File: config.mk
export PLATFORM = sky130hd
export DESIGN_NAME = icap_reboot_ctrl
export DESIGN_NICKNAME = d
export VERILOG_FILES = /design/src/rtl/icap_reboot_ctrl_pkg.sv /design/src/rtl/icap_word_rom.sv /design/src/rtl/icap_reboot_ctrl.sv
export SDC_FILE = /design/constraint.sdc
export NUM_CORES = 1
export LEC_CHECK = 0
export ABC_AREA = 1
export CAP_MARGIN = 25
export CORE_ASPECT_RATIO = 1.2
export CORE_MARGIN = 2
export CORE_UTILIZATION = 52
export DETAILED_ROUTE_END_ITERATION = 10
export MAX_ROUTING_LAYER = met4
export PLACE_DENSITY = 0.91
export SETUP_SLACK_MARGIN = 0.02
export SLEW_MARGIN = 20
export SYNTH_ARGS = -nofsm -noshare
export SYNTH_HDL_FRONTEND = slang
export SYNTH_SLANG_ARGS = --single-unit
File: constraint.sdc
create_clock -name clock -period 3.4 [get_ports clock]
set_input_delay 0.34 -clock clock [delete_from_list [all_inputs] [get_ports clock]]
set_output_delay 0.34 -clock clock [all_outputs]
set_load 0.02 [all_outputs]
File: src/rtl/icap_reboot_ctrl_pkg.sv
// Shared definitions for the ICAP reboot controller: state encoding, the
// ICAP command words of the IPROG sequence, and the byte bit-reversal helper.
package icap_reboot_ctrl_pkg;

  typedef enum logic [1:0] {
    ST_IDLE   = 2'd0,
    ST_GUARD  = 2'd1,
    ST_STREAM = 2'd2,
    ST_HOLD   = 2'd3
  } state_e;

  localparam int         WORD_COUNT    = 16;
  localparam logic [3:0] LAST_WORD_IDX = 4'(WORD_COUNT - 1);

  localparam logic [15:0] SYNC_WORD_0   = 16'hAA99;
  localparam logic [15:0] SYNC_WORD_1   = 16'h5566;
  localparam logic [15:0] HDR_CMD       = 16'h30A1;
  localparam logic [15:0] CMD_NULL      = 16'h0000;
  localparam logic [15:0] HDR_GENERAL_1 = 16'h3261;
  localparam logic [15:0] HDR_GENERAL_2 = 16'h3281;
  localparam logic [15:0] HDR_MODE      = 16'h3301;
  localparam logic [15:0] MODE_VALUE    = 16'h3100;
  localparam logic [15:0] CMD_REBOOT    = 16'h000E;
  localparam logic [15:0] NOOP_WORD     = 16'h2000;
  localparam logic [15:0] IDLE_WORD     = 16'hFFFF;

  // ICAP expects the bit order of each byte mirrored relative to the bitstream.
  function automatic logic [15:0] reverse_bits_in_bytes(input logic [15:0] w);
    logic [15:0] r;
    r = '0;
    for (int i = 0; i < 8; i++) begin
      r[7 - i]  = w[i];
      r[15 - i] = w[8 + i];
    end
    return r;
  endfunction

endpackage

File: src/rtl/icap_word_rom.sv
// Combinational lookup of the 16-word IPROG reboot sequence, with the latched
// boot address and SPI read opcode spliced into the GENERAL_1/GENERAL_2 payloads.
module icap_word_rom
  import icap_reboot_ctrl_pkg::*;
#(
  parameter logic [7:0] READ_OPCODE = 8'h6B
) (
  input  logic [3:0]  word_idx,
  input  logic [23:0] boot_addr,
  output logic [15:0] word
);

  always_comb begin
    word = NOOP_WORD;
    case (word_idx)
      4'd0:    word = SYNC_WORD_0;
      4'd1:    word = SYNC_WORD_1;
      4'd2:    word = HDR_CMD;
      4'd3:    word = CMD_NULL;
      4'd4:    word = HDR_GENERAL_1;
      4'd5:    word = boot_addr[15:0];
      4'd6:    word = HDR_GENERAL_2;
      4'd7:    word = {READ_OPCODE, boot_addr[23:16]};
      4'd8:    word = HDR_MODE;
      4'd9:    word = MODE_VALUE;
      4'd10:   word = HDR_CMD;
      4'd11:   word = CMD_REBOOT;
      default: word = NOOP_WORD;
    endcase
  end

endmodule

File: src/rtl/icap_reboot_ctrl.sv
// Arbitrates two reboot requesters, waits a guard interval, then streams the
// IPROG sequence into ICAP and parks in HOLD until reset.
module icap_reboot_ctrl
  import icap_reboot_ctrl_pkg::*;
#(
  parameter int unsigned GUARD_CYCLES = 16,
  parameter logic [7:0]  READ_OPCODE  = 8'h6B
) (
  input  logic        clock,
  input  logic        reset,
  input  logic [1:0]  req,
  input  logic [23:0] req_addr0,
  input  logic [23:0] req_addr1,
  output logic [1:0]  ack,
  output logic        busy,
  output logic        icap_ce,
  output logic        icap_wr,
  output logic [15:0] icap_din,
  input  logic        icap_busy
);

  localparam logic [7:0] GUARD_LAST = 8'(GUARD_CYCLES - 1);

  state_e      state_q, state_d;
  logic [7:0]  guard_cnt_q, guard_cnt_d;
  logic [3:0]  word_idx_q, word_idx_d;
  logic [23:0] addr_q, addr_d;
  logic [1:0]  ack_q, ack_d;
  logic        icap_ce_q, icap_ce_d;
  logic        icap_wr_q, icap_wr_d;
  logic [15:0] icap_din_q, icap_din_d;
  logic [15:0] rom_word;

  icap_word_rom #(
    .READ_OPCODE(READ_OPCODE)
  ) u_rom (
    .word_idx (word_idx_q),
    .boot_addr(addr_q),
    .word     (rom_word)
  );

  always_ff @(posedge clock) begin
    if (reset) begin
      state_q     <= ST_IDLE;
      guard_cnt_q <= '0;
      word_idx_q  <= '0;
      addr_q      <= '0;
      ack_q       <= '0;
      icap_ce_q   <= 1'b1;
      icap_wr_q   <= 1'b1;
      icap_din_q  <= IDLE_WORD;
    end else begin
      state_q     <= state_d;
      guard_cnt_q <= guard_cnt_d;
      word_idx_q  <= word_idx_d;
      addr_q      <= addr_d;
      ack_q       <= ack_d;
      icap_ce_q   <= icap_ce_d;
      icap_wr_q   <= icap_wr_d;
      icap_din_q  <= icap_din_d;
    end
  end

  always_comb begin
    state_d     = state_q;
    guard_cnt_d = guard_cnt_q;
    word_idx_d  = word_idx_q;
    addr_d      = addr_q;
    case (state_q)
      ST_IDLE: begin
        if (req != 2'b00) begin
          state_d     = ST_GUARD;
          guard_cnt_d = '0;
          word_idx_d  = '0;
          addr_d      = req[0] ? req_addr0 : req_addr1;
        end
      end
      ST_GUARD: begin
        if (guard_cnt_q == GUARD_LAST) begin
          state_d = ST_STREAM;
        end else begin
          guard_cnt_d = guard_cnt_q + 8'd1;
        end
      end
      ST_STREAM: begin
        // The last word leads to HOLD rather than letting the index wrap.
        if (!icap_busy) begin
          if (word_idx_q == LAST_WORD_IDX) begin
            state_d = ST_HOLD;
          end else begin
            word_idx_d = word_idx_q + 4'd1;
          end
        end
      end
      ST_HOLD: state_d = ST_HOLD;
      default: state_d = ST_IDLE;
    endcase
  end

  always_comb begin
    ack_d      = 2'b00;
    icap_ce_d  = 1'b1;
    icap_wr_d  = 1'b1;
    icap_din_d = IDLE_WORD;
    case (state_q)
      ST_IDLE: begin
        if (req[0]) begin
          ack_d = 2'b01;
        end else if (req[1]) begin
          ack_d = 2'b10;
        end
      end
      ST_STREAM: begin
        // A stalled word is repeated with the clock enable deasserted.
        icap_ce_d  = icap_busy;
        icap_wr_d  = 1'b0;
        icap_din_d = reverse_bits_in_bytes(rom_word);
      end
      default: begin
        icap_ce_d = 1'b1;
      end
    endcase
  end

  assign ack      = ack_q;
  assign busy     = (state_q != ST_IDLE);
  assign icap_ce  = icap_ce_q;
  assign icap_wr  = icap_wr_q;
  assign icap_din = icap_din_q;

endmodule

==> reports/summary.txt <==
DR WL met3 -> 373 microns
CP Cell Sequence -> clkdlybuf4s50_1 > inv_1 > o21ai_0 > a31oi_1
initial antenna violation count -> 0
share of cells above drive strength 1 -> 7.416%
RSZ-0062 raised after global routing -> false
Max Slew Vio Count -> 0
port bufs -> 73
Setup CP Type -> input pin to register
TritonCTS Buffers -> 9
CP max stage cell -> inv_1
final setup margin -> 1487 ps
startpoint types -> input pin
dpl ws -> 1174 ps
Die ar. -> 0.005848 sq mm
min Tclk post-route -> 1913 ps
Final Non-Filler Cells -> 505
Setup TNS Final -> 0 ps
drt drc -> 0
cell family with most CP delay -> buffers and inverters
met2 WL post-DR -> 3370 microns
Worst EP required -> 3660 ps
clock-pin transition on the worst setup and hold timing paths -> 60 ps
Layout area overhead -> 31.71%
net count after synthesis -> 434
Post-CTS Setup Inserts -> 0
iteration-0 DRC count of the detailed router -> 144
CP endpoint kind -> register
Post-CTS Hold Buffers -> 0
DIE WIDTH -> 70.15 microns
Nets -> 503
Max Used Layer -> met4
clk_lat worst skew -> 340 ps
Hold Vio Cnt, Final -> 0
Post-DRT Antenna Nets -> 0
quantity of gates resized following cts -> 0
Mapped Cells -> 374
vias in the first global route -> 2539
CP max stage delay -> 690 ps
Starting Density -> 54.50%
Max Clock Skew -> 7.252 ps
CP max FO -> 29
max_cap viols -> 0
Worst Tran Pin Value -> 745.5 ps
Leak -> 0.001378 uW
Placer Congestion -> 0.9207
TritonCTS clock tree -> yes
Synth Warn # -> 0
register area share after synthesis -> 42.53%
reg2reg setup slack -> 1600 ps
pwr dens -> 414.2 mW/mm^2
Buf+Inv Stages, Crit Path -> 2
worst-case clock buffer depth -> 2
row cnt -> 28
Tcrit/Tclk final -> 56.27%
First-pass DRT Iterations -> 5
Metal-1 WL -> 2726 microns
Wirelength per Cell -> 13.13 microns
syn_area_per_cell -> 7.300 sq um
Netlist cell types -> 31
vias per inst -> 5.420
CTS HTree Levels -> 3
status -> finished clean
Mapped Area -> 0.002730 sq mm
Antenna Cells -> 0
VDD IR max -> 0.0002594 V
DP Wirelength -> 4950 microns
most frequent cells in the layout -> nand2_1 (121), clkdlybuf4s50_1 (73), dfxtp_1 (58), nand3_1 (32), a31oi_1 (25)
Final Setup Violations -> 0
# IOs -> 74
grt ovf -> 0
most common cell after layout, fill and taps aside -> nand2_1
Synth Register Bits -> 58
Hold WS -> 466.9 ps
Num Clock Sinks -> 58
Post-Place Cells -> 492
core area -> 0.005010 sq mm
first-pass GRT wire length -> 10980 microns
Die Height -> 83.38 microns
Max Clock Freq -> 0.5227 GHz
total vias in the final route -> 2737
Root Buffer -> clkbuf_8
arrival time worst endpoint -> 2170 ps
largest net degree at the start of global routing -> 51
Total Routing Usage GR -> 23.95%
relative slew slack -> 50.25%
final wirelength -> 6630 microns
Hold Crit Class -> register to register
[registers in the layout, indices dropped and copies added, names as in the netlist]
| signal | count |
|---|---|
| addr_q | 24 |
| icap_wr | 1 |
| icap_ce | 1 |
| guard_cnt_q | 8 |
| word_idx_q | 4 |
| icap_din | 16 |
| ack | 2 |
| state_q | 2 |
[cell usage after synthesis, drive strengths merged]
library cell	n	area [sq um]
dfxtp	58	1161
or2	2	12.52
clkinv	1	3.750
nor3	3	15.01
nand2	123	466.7
nor2	33	170.2
xnor2	1	8.760
o21ai	27	135.1
nand4	4	25.02
a31oi	25	156.4
a21oi	16	95.10
and3	1	6.260
o21bai	3	33.78
ha	7	87.58
clkbuf	5	18.77
nand3b	1	7.510
inv	21	78.82
nand3	32	160.2
buf	11	87.58
[power breakdown]
part           internal [uW]  switching [uW]
clock network            292             240
registers                718            25.0
logic                    103             111
total                   1110             376
[through the flow]
| stage | total power [uW] | utilization (%) | area (sq um) |
|---|---|---|---|
| after floorplan | 881.7 | - | 2730 |
| after global placement | 959.2 | 68.61 | 3437 |
| after detailed placement | 968.3 | 68.61 | 3437 |
| after CTS | 1498 | 71.78 | 3596 |
| after global routing | 1562 | 71.78 | 3596 |
| final | 1490 | 71.78 | 3596 |
[layer usage]
metal	up-vias	GRT usage (%)
li1	1380	-
met1	1236	26.60
met2	104	39.57
met3	17	6.311
met4	0	11.71
met5	-	-
[logic make-up after synthesis]
logic type | Yosys count | synth area share (%)
simple gates | 199 | 31.62
compound gates | 71 | 15.40
flops | 58 | 42.53
buf+inv | 38 | 6.920
fa+ha+maj | 7 | 3.208
xor+xnor | 1 | 0.3209
[worst reg2reg max path: stages (launching register included)]
cell	delay [ps]
dfxtp_1	480
inv_1	130
ha_1	310
o21ai_0	320
nand2_1	150
a31oi_1	190
nand3_1	100
[final cells by class]
cell class	instances	area, sq um
timing repair buffer	74	738.2
inverter	22	82.58
multi-input combinational	278	1380
tap	60	75.07
fill	393	1414
clock buffer	13	158.9
sequential	58	1161
[worst paths after layout]
kind | from | end | cells after the start
worst max-delay path | reset | addr_q[12]$_SDFFE_PP0P_ | 4
worst min-delay path | addr_q[14]$_SDFFE_PP0P_ | icap_din[9]$_SDFF_PP1_ | 2
worst max register to register | word_idx_q[0]$_SDFFE_PP0P_ | icap_din[11]$_SDFF_PP1_ | 6
worst min register to register | addr_q[14]$_SDFFE_PP0P_ | icap_din[9]$_SDFF_PP1_ | 2
No activity file was read; power rests on OpenSTA's default activity.
